### config.mk
export PLATFORM = sky130hd
export DESIGN_NAME = seg_scan_driver
export DESIGN_NICKNAME = d
export VERILOG_FILES = /design/src/rtl/seg_scan_pkg.sv /design/src/rtl/bcd_to_seg.sv /design/src/rtl/seg_scan_driver.sv
export SDC_FILE = /design/constraint.sdc
export NUM_CORES = 1
export LEC_CHECK = 0
export ABC_CLOCK_PERIOD_IN_PS = 10300
export CORE_MARGIN = 2
export CORE_UTILIZATION = 58
export DETAILED_ROUTE_END_ITERATION = 12
export MAX_ROUTING_LAYER = met4
export PLACE_DENSITY = 0.89
export SLEW_MARGIN = 20
export SYNTH_ARGS = -nofsm -noshare
export SYNTH_HDL_FRONTEND = slang
export SYNTH_SLANG_ARGS = --single-unit
### constraint.sdc
create_clock -name clk -period 10.3 [get_ports clk]
set_clock_uncertainty 0.15 [all_clocks]
set_input_delay 2.06 -clock clk [delete_from_list [all_inputs] [get_ports clk]]
set_output_delay 2.06 -clock clk [all_outputs]
set_load 0.03 [all_outputs]
### src/rtl/seg_scan_pkg.sv
// Shared types and constants for the seven-segment scan driver.
package seg_scan_pkg;

  typedef enum logic [1:0] {
    ST_BLANK,
    ST_SHOW,
    ST_FAULT
  } state_e;

  localparam logic [6:0] SEG_OFF  = 7'h00;
  localparam logic [6:0] SEG_DASH = 7'h40;

  function automatic logic is_onehot4(input logic [3:0] v);
    return (v != 4'b0000) && ((v & (v - 4'd1)) == 4'b0000);
  endfunction

endpackage

### src/rtl/bcd_to_seg.sv
// BCD nibble to {g,f,e,d,c,b,a} segment pattern; non-decimal codes show a dash.
module bcd_to_seg
  import seg_scan_pkg::*;
(
  input  logic [3:0] nib_i,
  output logic [6:0] seg_o
);

  always_comb begin
    seg_o = SEG_DASH;
    case (nib_i)
      4'd0: seg_o = 7'h3F;
      4'd1: seg_o = 7'h06;
      4'd2: seg_o = 7'h5B;
      4'd3: seg_o = 7'h4F;
      4'd4: seg_o = 7'h66;
      4'd5: seg_o = 7'h6D;
      4'd6: seg_o = 7'h7D;
      4'd7: seg_o = 7'h07;
      4'd8: seg_o = 7'h7F;
      4'd9: seg_o = 7'h6F;
      default: seg_o = SEG_DASH;
    endcase
  end

endmodule

### src/rtl/seg_scan_driver.sv
// Four-digit multiplexed seven-segment scan driver: dead-time blanking on each
// phase change, frame swap on the 1000->0001 wrap, sticky non-one-hot fault flag.
module seg_scan_driver
  import seg_scan_pkg::*;
#(
  parameter int unsigned BLANK_CYCLES = 2
) (
  input  logic        clk,
  input  logic        rst,
  input  logic [3:0]  phase,
  input  logic        ld_valid,
  input  logic [15:0] ld_data,
  output logic        ld_ready,
  input  logic        clr_err,
  output logic [3:0]  an,
  output logic [6:0]  seg,
  output logic        phase_err
);

  localparam logic [4:0] BLANK_N = 5'(BLANK_CYCLES);

  state_e      state_q, state_d;
  logic [3:0]  cnt_q, cnt_d;
  logic [3:0]  phase_q, phase_d;
  logic [15:0] active_q, active_d;
  logic [15:0] pend_q, pend_d;
  logic        rdy_q, rdy_d;
  logic        err_q, err_d;
  logic [3:0]  an_q, an_d;
  logic [6:0]  seg_q, seg_d;
  logic        legal, load_ph, swap, accept, show;
  logic [3:0]  sel_nib;
  logic [6:0]  dec_seg;

  always_comb begin
    legal    = is_onehot4(phase);
    load_ph  = legal && ((state_q == ST_FAULT) || (phase != phase_q));
    swap     = load_ph && (phase_q == 4'b1000) && (phase == 4'b0001) && !rdy_q;
    accept   = ld_valid && rdy_q;
    state_d  = state_q;
    cnt_d    = cnt_q;
    phase_d  = phase_q;
    active_d = active_q;
    pend_d   = pend_q;
    rdy_d    = rdy_q;
    err_d    = clr_err ? 1'b0 : err_q;

    if (!legal) begin
      state_d = ST_FAULT;
      err_d   = 1'b1;
    end else if (load_ph) begin
      phase_d = phase;
      cnt_d   = '0;
      state_d = (BLANK_N == 5'd0) ? ST_SHOW : ST_BLANK;
    end else if (state_q == ST_BLANK) begin
      // The cycle in which the count reaches BLANK_CYCLES is already lit.
      if (({1'b0, cnt_q} + 5'd1) >= BLANK_N) state_d = ST_SHOW;
      else                                   cnt_d   = cnt_q + 4'd1;
    end

    if (swap) begin
      active_d = pend_q;
      rdy_d    = 1'b1;
    end
    if (accept) begin
      pend_d = ld_data;
      rdy_d  = 1'b0;
    end

    show = (state_d == ST_SHOW) && (phase_d != 4'b0000);
    an_d = show ? phase_d : 4'b0000;
  end

  // Outputs are registered from next-state values so blanking starts one edge after the change.
  always_comb begin
    sel_nib = 4'h0;
    for (int i = 0; i < 4; i++) begin
      if (phase_d[i]) sel_nib = sel_nib | active_d[4*i +: 4];
    end
  end

  bcd_to_seg u_dec (
    .nib_i (sel_nib),
    .seg_o (dec_seg)
  );

  assign seg_d = show ? dec_seg : SEG_OFF;

  always_ff @(posedge clk) begin
    if (rst) begin
      state_q  <= ST_BLANK;
      cnt_q    <= '0;
      phase_q  <= '0;
      active_q <= '0;
      pend_q   <= '0;
      rdy_q    <= 1'b1;
      err_q    <= 1'b0;
      an_q     <= '0;
      seg_q    <= SEG_OFF;
    end else begin
      state_q  <= state_d;
      cnt_q    <= cnt_d;
      phase_q  <= phase_d;
      active_q <= active_d;
      pend_q   <= pend_d;
      rdy_q    <= rdy_d;
      err_q    <= err_d;
      an_q     <= an_d;
      seg_q    <= seg_d;
    end
  end

  assign ld_ready  = rdy_q;
  assign an        = an_q;
  assign seg       = seg_q;
  assign phase_err = err_q;

endmodule
==> results of run 1 <==
==> cell type report <==
| class | instances | area, sq um | share of cell area |
|---|---|---|---|
| clock inverters | 1 | 7.51 | 0.00255 |
| inverters | 7 | 26.3 | 0.00894 |
| repair buffers | 38 | 375 | 0.128 |
| well taps | 50 | 62.6 | 0.0213 |
| flip-flops and latches | 55 | 1100 | 0.375 |
| clock buffers | 5 | 68.8 | 0.0234 |
| multi-input cells | 200 | 1300 | 0.441 |
==> kinds of logic after synthesis <==
family / Yosys count / synth area share
XOR/XNOR: 5 / 0.0175
buffers and inverters: 23 / 0.0391
multiplexers: 10 / 0.0416
flip-flops: 55 / 0.441
adder cells (fa/ha/maj): 9 / 0.0441
AND/OR/NAND/NOR: 102 / 0.206
AO/OA/AOI/OAI: 74 / 0.211
==> through the flow <==
step / util / cells / worst slack [ns] / instance area [sq um] / total power [mW]
2_1_floorplan: - / 278 / 5.15 / 2500 / 0.251
3_3_place_gp: 0.706 / 350 / 4.06 / 2860 / 0.265
3_5_place_dp: 0.706 / 350 / 3.87 / 2860 / 0.267
4_1_cts: 0.724 / 356 / 4.17 / 2940 / 0.376
5_1_grt: 0.724 / 356 / 3.83 / 2940 / 0.391
6_report: 0.724 / 356 / 4.15 / 2940 / 0.374
==> synth_stat cells, types with 2 or more instances <==
library cell and count:
mux2_2 3, dfxtp_1 55, inv_1 6, nor2_1 15
nand3_1 3, mux2i_1 7, buf_2 6, a22oi_1 8
ha_1 8, a21o_1 4, o21a_1 3, o21ai_0 3
nand2b_1 4, xor2_1 2, and2_1 10, a2111oi_2 2
xnor2_1 3, buf_1 3, nor2b_1 5, nand2_1 39
a21oi_1 36, o31ai_1 10, clkbuf_1 6, nand4_1 11
nor3_1 6
==> worst paths after layout <==
kind / start / to / slack (ns) / cells past startpoint
setup / recovery: phase[1] / seg[3] / 4.15 / 10
hold / removal: pend_q[1] / pend_q[1] / 0.31 / 2
setup reg to reg: phase_q[3] / seg[3] / 6.32 / 9
hold reg to reg: pend_q[1] / pend_q[1] / 0.31 / 2
==> layout by cell type (no fill, tap or decap), types with 4 or more instances in the layout <==
master           count
a21o_1               4
a21oi_1             36
a22oi_1              8
and2_1              10
clkbuf_8             5
clkdlybuf4s50_1     36
dfxtp_1             55
ha_1                 8
inv_1                6
mux2i_1              7
nand2_1             39
nand2b_1             4
nand4_1             11
nor2_1              15
nor2b_1              5
nor3_1               6
o31ai_1             10
==> routing by layer <==
metal	share of wire	wire, microns	GRT usage	vias up
met2	0.50	2650	0.388	80
met1	0.42	2260	0.300	930
met4	0.027	143	0.107	0
li1	-	-	-	1040
met5	0	0	-	-
met3	0.054	290	0.0567	14
==> power by group through the flow <==
stage	combinational (mW)	clock, mW	sequential (mW)
floorplan	0.0239	0	0.227
global placement	0.0383	0	0.227
detailed placement	0.0393	0	0.227
CTS	0.0397	0.114	0.222
global route	0.0443	0.124	0.223
finish	0.0398	0.112	0.222
==> sequential cells by signal, indices dropped and copies added (netlist names) <==
| register | flops |
|---|---|
| active_q | 16 |
| an | 4 |
| cnt_q | 4 |
| ld_ready | 1 |
| pend_q | 16 |
| phase_err | 1 |
| phase_q | 4 |
| seg | 7 |
| state_q | 2 |
==> worst max-delay path, stage by stage <==
cell and delay, ns:
clkdlybuf4s50_1 0.64, or4b_1 0.88, nor3_2 0.72, mux2_2 0.43, a2111oi_2 0.67, inv_1 0.14, ha_1 0.35, mux2i_1 0.15
nand2b_1 0.07, a21oi_1 0.13
==> run metrics, run 1 <==
Synth Warn # 0; initial antenna violation count 0; main area contributors after synthesis dfxtp_1 (44%), a21oi_1 (7.2%), nand2_1 (5.9%); Final Hold Viols 0; crit path capture type register; Worst-Margin Slew 0.787 ns; maxcap violations 0; Reg clk slew, reported paths roughly 0.090 ns; syn_nets 310; Placeable Area roughly 4000 sq um; Pwr Density about 130 nW/um^2; Max Fanout on Critical Path 14; Avg Synthesized Cell Area 8.98 sq um; Rel. slew slack 0.474; WP data arrival 6.25 ns; period utilisation layout 0.598; asr flop ratio synth 0; CTS Sinks 55; layout cells sized above 1 0.0654; Setup CP Type primary input to register; clock period minus worst slack 6.15 ns; IO buf count 36; largest area contributor in the netlist dfxtp_1; routability cong. approximately 0.82; highest clock rate 162 MHz; Seq/Total Area, Yosys 0.441; vias in the first global route around 2000; RSZ-0062 raised after global routing no; initial core utilization 0.615; Cells after Synth ~280; CTS tree yes; H-tree depth 2; drt total wl roughly 5300 microns; final setup violation count 0; top_reg_cell synth dfxtp_1; sw power approximately 0.093 mW; Filler cells just over 300; Synth cell types 45; overall die height between 60 and 70 microns; Post-synth EDFFs 0; setup tns final 0 ns; first drt pass iteration count 4; Via-to-Cell Ratio about 5.8; TritonCTS buffer count 5; clock root buffer clkbuf_8; Core Rows 23; vias 2064; postcts setup bufs 0; post-route ant nets 0; gr ovfl total 0; I/O pin count 37; Resized cells post-CTS 0; die area 4840 sq um; ant diodes 0; Net count, final between 300 and 400; width of the die around 70 microns; Hold WS approximately 0.3 ns; DRC 0; Synth top area share 0.441; Max Slew Vio Count 0; Clk pwr share 0.299; combinational cell fraction of total power 0.106; Worst Hold Class register to register; CP Data Required Time slightly above 10 ns; pin count of the biggest net entering global routing a little over 40; #FFs+latches synth 55; area delta synth->final 17.7%; part of the power in registers 0.595; CP Launch Type primary input; Wirelength per Cell 15.0 microns; CTS Hold Buffers Added 0; clock latency on the worst-skew pair 0.31 ns; internal power 0.281 mW; status complete, no violations; deepest clock path buffer count 2; wire length of the first global-routing pass a little over 9000 microns; Leak Pwr around 1.1 nW; VDD IR max between 0.00008 and 0.00009 V; DRT iter0 DRCs ~140; sw frac 0.249; synthesized area ~2500 sq um; HPWL after DPL ~3800 microns; total track usage 0.245
(Power assumes the default switching activity.)
==> run 2: changes to the inputs <==
--- a/config.mk
+++ b/config.mk
@@ -5,12 +5,12 @@
 export SDC_FILE = /design/constraint.sdc
 export NUM_CORES = 1
 export LEC_CHECK = 0
-export ABC_CLOCK_PERIOD_IN_PS = 10300
+export ABC_CLOCK_PERIOD_IN_PS = 6000
 export CORE_MARGIN = 2
-export CORE_UTILIZATION = 58
+export CORE_UTILIZATION = 53
 export DETAILED_ROUTE_END_ITERATION = 12
 export MAX_ROUTING_LAYER = met4
-export PLACE_DENSITY = 0.89
+export PLACE_DENSITY = 0.82
 export SLEW_MARGIN = 20
 export SYNTH_ARGS = -nofsm -noshare
 export SYNTH_HDL_FRONTEND = slang
==> constraint.sdc (replaced) <==
create_clock -name clk -period 6 [get_ports clk]
set_clock_uncertainty 0.15 [all_clocks]
set_input_delay 1.2 -clock clk [delete_from_list [all_inputs] [get_ports clk]]
set_output_delay 1.2 -clock clk [all_outputs]
set_load 0.03 [all_outputs]
==> run 2 against run 1 <==
Compared with the run above:
- sequential cell count unchanged
- clock power up 75%
- register-to-register slack got worse by 4.0 ns
- via count down 1.7%
- final cell count grew 1.7%
- critical path depth is 2 higher
- sequential share of layout area shrank 0.32 points
- setup slack got worse by 2.9 ns
- count of clock-buffer cells in the layout stayed put
- power up 73%
- combinational power up 71%
- sequential power rose by 72%
==> run metrics, run 2 (synthesized netlist as in run 1, its figures left out) <==
maxcap violations 0; clock latency on the worst-skew pair between 0.3 and 0.4 ns; worst setup margin ~1.2 ns; wire length of the first global-routing pass 8670 microns; gr ovfl total 0; initial core utilization 0.562; Placeable Area 4440 sq um; total track usage 0.214; CTS tree yes; WP data arrival 4.85 ns; period utilisation layout 0.793; DRC 0; CP Data Required Time 6.09 ns; clock root buffer clkbuf_8; vias in the first global route ~1800; layout cells sized above 1 0.0774; crit path capture type register; width of the die just over 70 microns; Setup CP Type primary input to register; HPWL after DPL around 3700 microns; Net count, final 341; commonest non-fill, non-tap cell in the layout dfxtp_1; Reg clk slew, reported paths 0.09 ns; Worst Hold Class register to register; first drt pass iteration count 4; Hold WS slightly above 0.3 ns; post-placement worst setup slack 0.933 ns; Max Slew Vio Count 0; VDD IR max approximately 0.00016 V; final non-filler cell total ~360; total power roughly 0.65 mW; drt total wl around 5000 microns; routability cong. 0.860; IO buf count 36; vias 2029; Wirelength per Cell 13.9 microns; RSZ-0062 raised after global routing no; TritonCTS buffer count 5; Resized cells post-CTS 0; DRT iter0 DRCs 95; Finished Core Util 0.667; Leak Pwr 1.13 nW; area delta synth->final 18.7%; pin count of the biggest net entering global routing 41; placed cells 354; setup tns final 0 ns; Final Hold Viols 0; CTS Sinks 55; ant diodes 0; CP Launch Type primary input; H-tree depth 2; deepest clock path buffer count 2; Via-to-Cell Ratio roughly 5.6; overall die height 72.6 microns; final setup violation count 0; die area roughly 5300 sq um; initial antenna violation count 0; Max Fanout on Critical Path 14; Pwr Density ~220 nW/um^2; commonest cells after routing, fill and taps aside dfxtp_1 (55), nand2_1 (39), a21oi_1 (36), clkdlybuf4s50_1 (36), nor2_1 (15); clock period minus worst slack around 4.8 ns; I/O pin count 37; CTS Hold Buffers Added 0; Worst-Margin Slew 0.840 ns; highest clock rate 210 MHz; Final Instance Area a little under 3000 sq um; Placed Area 2880 sq um; Core Rows 24; postcts setup bufs 0; post-route ant nets 0; Rel. slew slack 0.438; status complete, no violations
==> run 2: worst paths after layout <==
path               endpoint        from  cells after the start  slack [ns]
hold reg to reg   pend_q[1]   pend_q[1]                      2        0.31
setup / recovery     seg[3]    phase[1]                     12        1.24
setup reg to reg     seg[3]  phase_q[3]                     10        2.36
hold / removal    pend_q[1]   pend_q[1]                      2        0.31
==> run 2: routing by layer <==
layer / GRT usage / wire length (microns)
met3: 0.0497 / 226
met5: - / 0
met2: 0.348 / 2400
met4: 0.0432 / 42
met1: 0.274 / 2370
==> run 2: final cells by class <==
type | count | area, sq um
fillers | 385 | 1480
multi-input cells | 200 | 1300
flip-flops and latches | 55 | 1100
repair buffers | 40 | 390
clock buffers | 5 | 68.8
well taps | 52 | 65.1
inverters | 7 | 26.3
clock inverters | 3 | 15.0
==> run 2: worst max-delay path: stages <==
cell and delay [ns]:
clkdlybuf4s50_1 0.64, or4b_1 0.60, buf_4 0.21, nor3_2 0.17, buf_4 0.20, mux2_2 0.36
a2111oi_2 0.65, inv_1 0.15, ha_1 0.34, mux2i_1 0.14, nand2b_1 0.07, a21oi_1 0.13
==> run 2: power by group <==
part / internal (mW) / switching, mW
Sequential: 0.374 / 0.00795
Combinational: 0.0306 / 0.0375
Clock: 0.0801 / 0.116
Total: 0.485 / 0.161
==> run 3: changes to the inputs <==
--- a/config.mk
+++ b/config.mk
@@ -5,12 +5,12 @@
 export SDC_FILE = /design/constraint.sdc
 export NUM_CORES = 1
 export LEC_CHECK = 0
-export ABC_CLOCK_PERIOD_IN_PS = 6000
+export ABC_CLOCK_PERIOD_IN_PS = 4100
 export CORE_MARGIN = 2
-export CORE_UTILIZATION = 53
+export CORE_UTILIZATION = 48
 export DETAILED_ROUTE_END_ITERATION = 12
 export MAX_ROUTING_LAYER = met4
-export PLACE_DENSITY = 0.82
+export PLACE_DENSITY = 0.79
 export SLEW_MARGIN = 20
 export SYNTH_ARGS = -nofsm -noshare
 export SYNTH_HDL_FRONTEND = slang
==> constraint.sdc (replaced) <==
create_clock -name clk -period 4.1 [get_ports clk]
set_clock_uncertainty 0.15 [all_clocks]
set_input_delay 0.82 -clock clk [delete_from_list [all_inputs] [get_ports clk]]
set_output_delay 0.82 -clock clk [all_outputs]
set_load 0.03 [all_outputs]
==> run 3 against run 2 <==
Compared with the run above:
- power up 47%
- die area up 9.8%
- non-clock buffer count up 10
- final cell count up 7.7%
- first-iteration DRC count down 35%
- clock power up 46%
- wire length down 0.32%
- sequential share of layout area down 1.2 points
==> run metrics, run 3 (synthesized netlist as in run 1, its figures left out) <==
Placed Area slightly below 3000 sq um; Via-to-Cell Ratio approximately 5.3; final setup violation count 0; vias 2068; DRT iter0 DRCs 62; crit path capture type register; register area ~1100 sq um; final non-filler cell total 390; VDD IR max around 0.00025 V; area of the multi-input gates ~1300 sq um; reg2reg end seg[3]; CP Launch Type primary input; pin count of the biggest net entering global routing 41; Placeable Area slightly above 5000 sq um; TritonCTS buffer count 5; R2R Setup Slk about 0.82 ns; IO buf count 36; clock latency on the worst-skew pair 0.31 ns; Setup CP Type primary input to register; Pwr Density roughly 310 nW/um^2; layout cells sized above 1 0.100; DRC 0; commonest cells after routing, fill and taps aside dfxtp_1 (55), nand2_1 (39), a21oi_1 (36), clkdlybuf4s50_1 (36), nor2_1 (15); initial core utilization 0.492; maxcap violations 0; deepest clock path buffer count 2; ant diodes 0; CTS Hold Buffers Added 0; commonest non-fill, non-tap cell in the layout dfxtp_1; overall die height roughly 76 microns; slowest stage delay, CP around 0.58 ns; status complete, no violations; area delta synth->final 22.6%; WP data arrival around 3.7 ns; Worst-Margin Slew about 0.57 ns; Wirelength per Cell between 10 and 15 microns; CP Data Required Time between 4 and 5 ns; cell count of the worst reg-to-reg path 9; postcts setup bufs 0; Hold WS about 0.31 ns; placed cells around 380; initial antenna violation count 0; total power approximately 0.95 mW; crit path cell chain clkdlybuf4s50_1 > or4b_1 > buf_4 > o31ai_1 > a22oi_1 > a2111oi_2 > inv_1 > ha_1 > mux2i_1 > nand2b_1 > a21oi_1; gr ovfl total 0; clock period minus worst slack 3.61 ns; post-route ant nets 0; Max Slew Vio Count 0; wire length of the first global-routing pass about 8600 microns; highest clock rate between 200 and 300 MHz; CTS Sinks 55; clock root buffer clkbuf_8; vias in the first global route 1887; Worst Hold Class register to register; Max Fanout on Critical Path 13; CTS tree yes; first drt pass iteration count 4; Final Hold Viols 0; RSZ-0062 raised after global routing no; Core Rows 26; Leak Pwr between 1 and 1.5 nW; setup tns final 0 ns; Rel. slew slack 0.614; Net count, final 351; I/O pin count 37; Critical-path top delay cell or4b_1; Final Instance Area around 3100 sq um; crit path to seg[3]; HPWL after DPL roughly 3700 microns; width of the die approximately 76 microns; routability cong. between 0.8 and 0.9; total track usage 0.186; drt total wl 5030 microns; die area just under 6000 sq um; Filler cells 480; Reg clk slew, reported paths 0.09 ns; Resized cells post-CTS 0; worst reg2reg startpoint phase_q[3]; CP startpoint phase[2]; H-tree depth 2; period utilisation layout 0.880
run 3: per-layer routing:
metal / vias up / track usage / share of wire
li1: 1067 / - / -
met1: 936 / 0.239 / 0.47
met2: 55 / 0.294 / 0.46
met3: 10 / 0.0355 / 0.058
met4: 0 / 0.0673 / 0.014
met5: - / - / 0
run 3: per-stage QoR:
| stage | util | setup slack [ns] |
|---|---|---|
| floorplan | - | 0.187 |
| global placement | 0.587 | 0.235 |
| detailed placement | 0.587 | 0.165 |
| CTS | 0.603 | 0.493 |
| global route | 0.603 | 0.275 |
| finish | 0.603 | 0.491 |
run 3: critical path: cells and delay by family:
| family | cells | cell delay, ns |
|---|---|---|
| AO/OA/AOI/OAI | 4 | 1.01 |
| AND/OR/NAND/NOR | 2 | 0.65 |
| buffers and inverters | 3 | 0.75 |
| multiplexers | 1 | 0.14 |
| adder cells (fa/ha/maj) | 1 | 0.33 |
run 3: power by group:
group          leakage (nW)  total (mW)  switching (mW)  internal [mW]
clock network        0.0422       0.287           0.166          0.120
logic                 0.679       0.104          0.0552         0.0484
registers             0.447       0.559          0.0116          0.547
run 3: worst min path at each step:
stage	from	endpoint	slack (ns)	cells after the start
after floorplan	cnt_q[3]	cnt_q[3]	0.28	1
after global placement	pend_q[1]	pend_q[1]	0.30	2
after detailed placement	pend_q[5]	pend_q[5]	0.30	2
after CTS	pend_q[6]	pend_q[6]	0.31	2
after global routing	pend_q[0]	pend_q[0]	0.33	2
final	pend_q[5]	pend_q[5]	0.31	2
run 3: cell type report:
| class | instances | area share |
|---|---|---|
| tap | 70 | 0.0286 |
| clock inverter | 1 | 0.00164 |
| multi-input combinational | 200 | 0.424 |
| timing repair buffer | 50 | 0.152 |
| clock buffer | 7 | 0.0249 |
| inverter | 7 | 0.00859 |
| sequential | 55 | 0.360 |
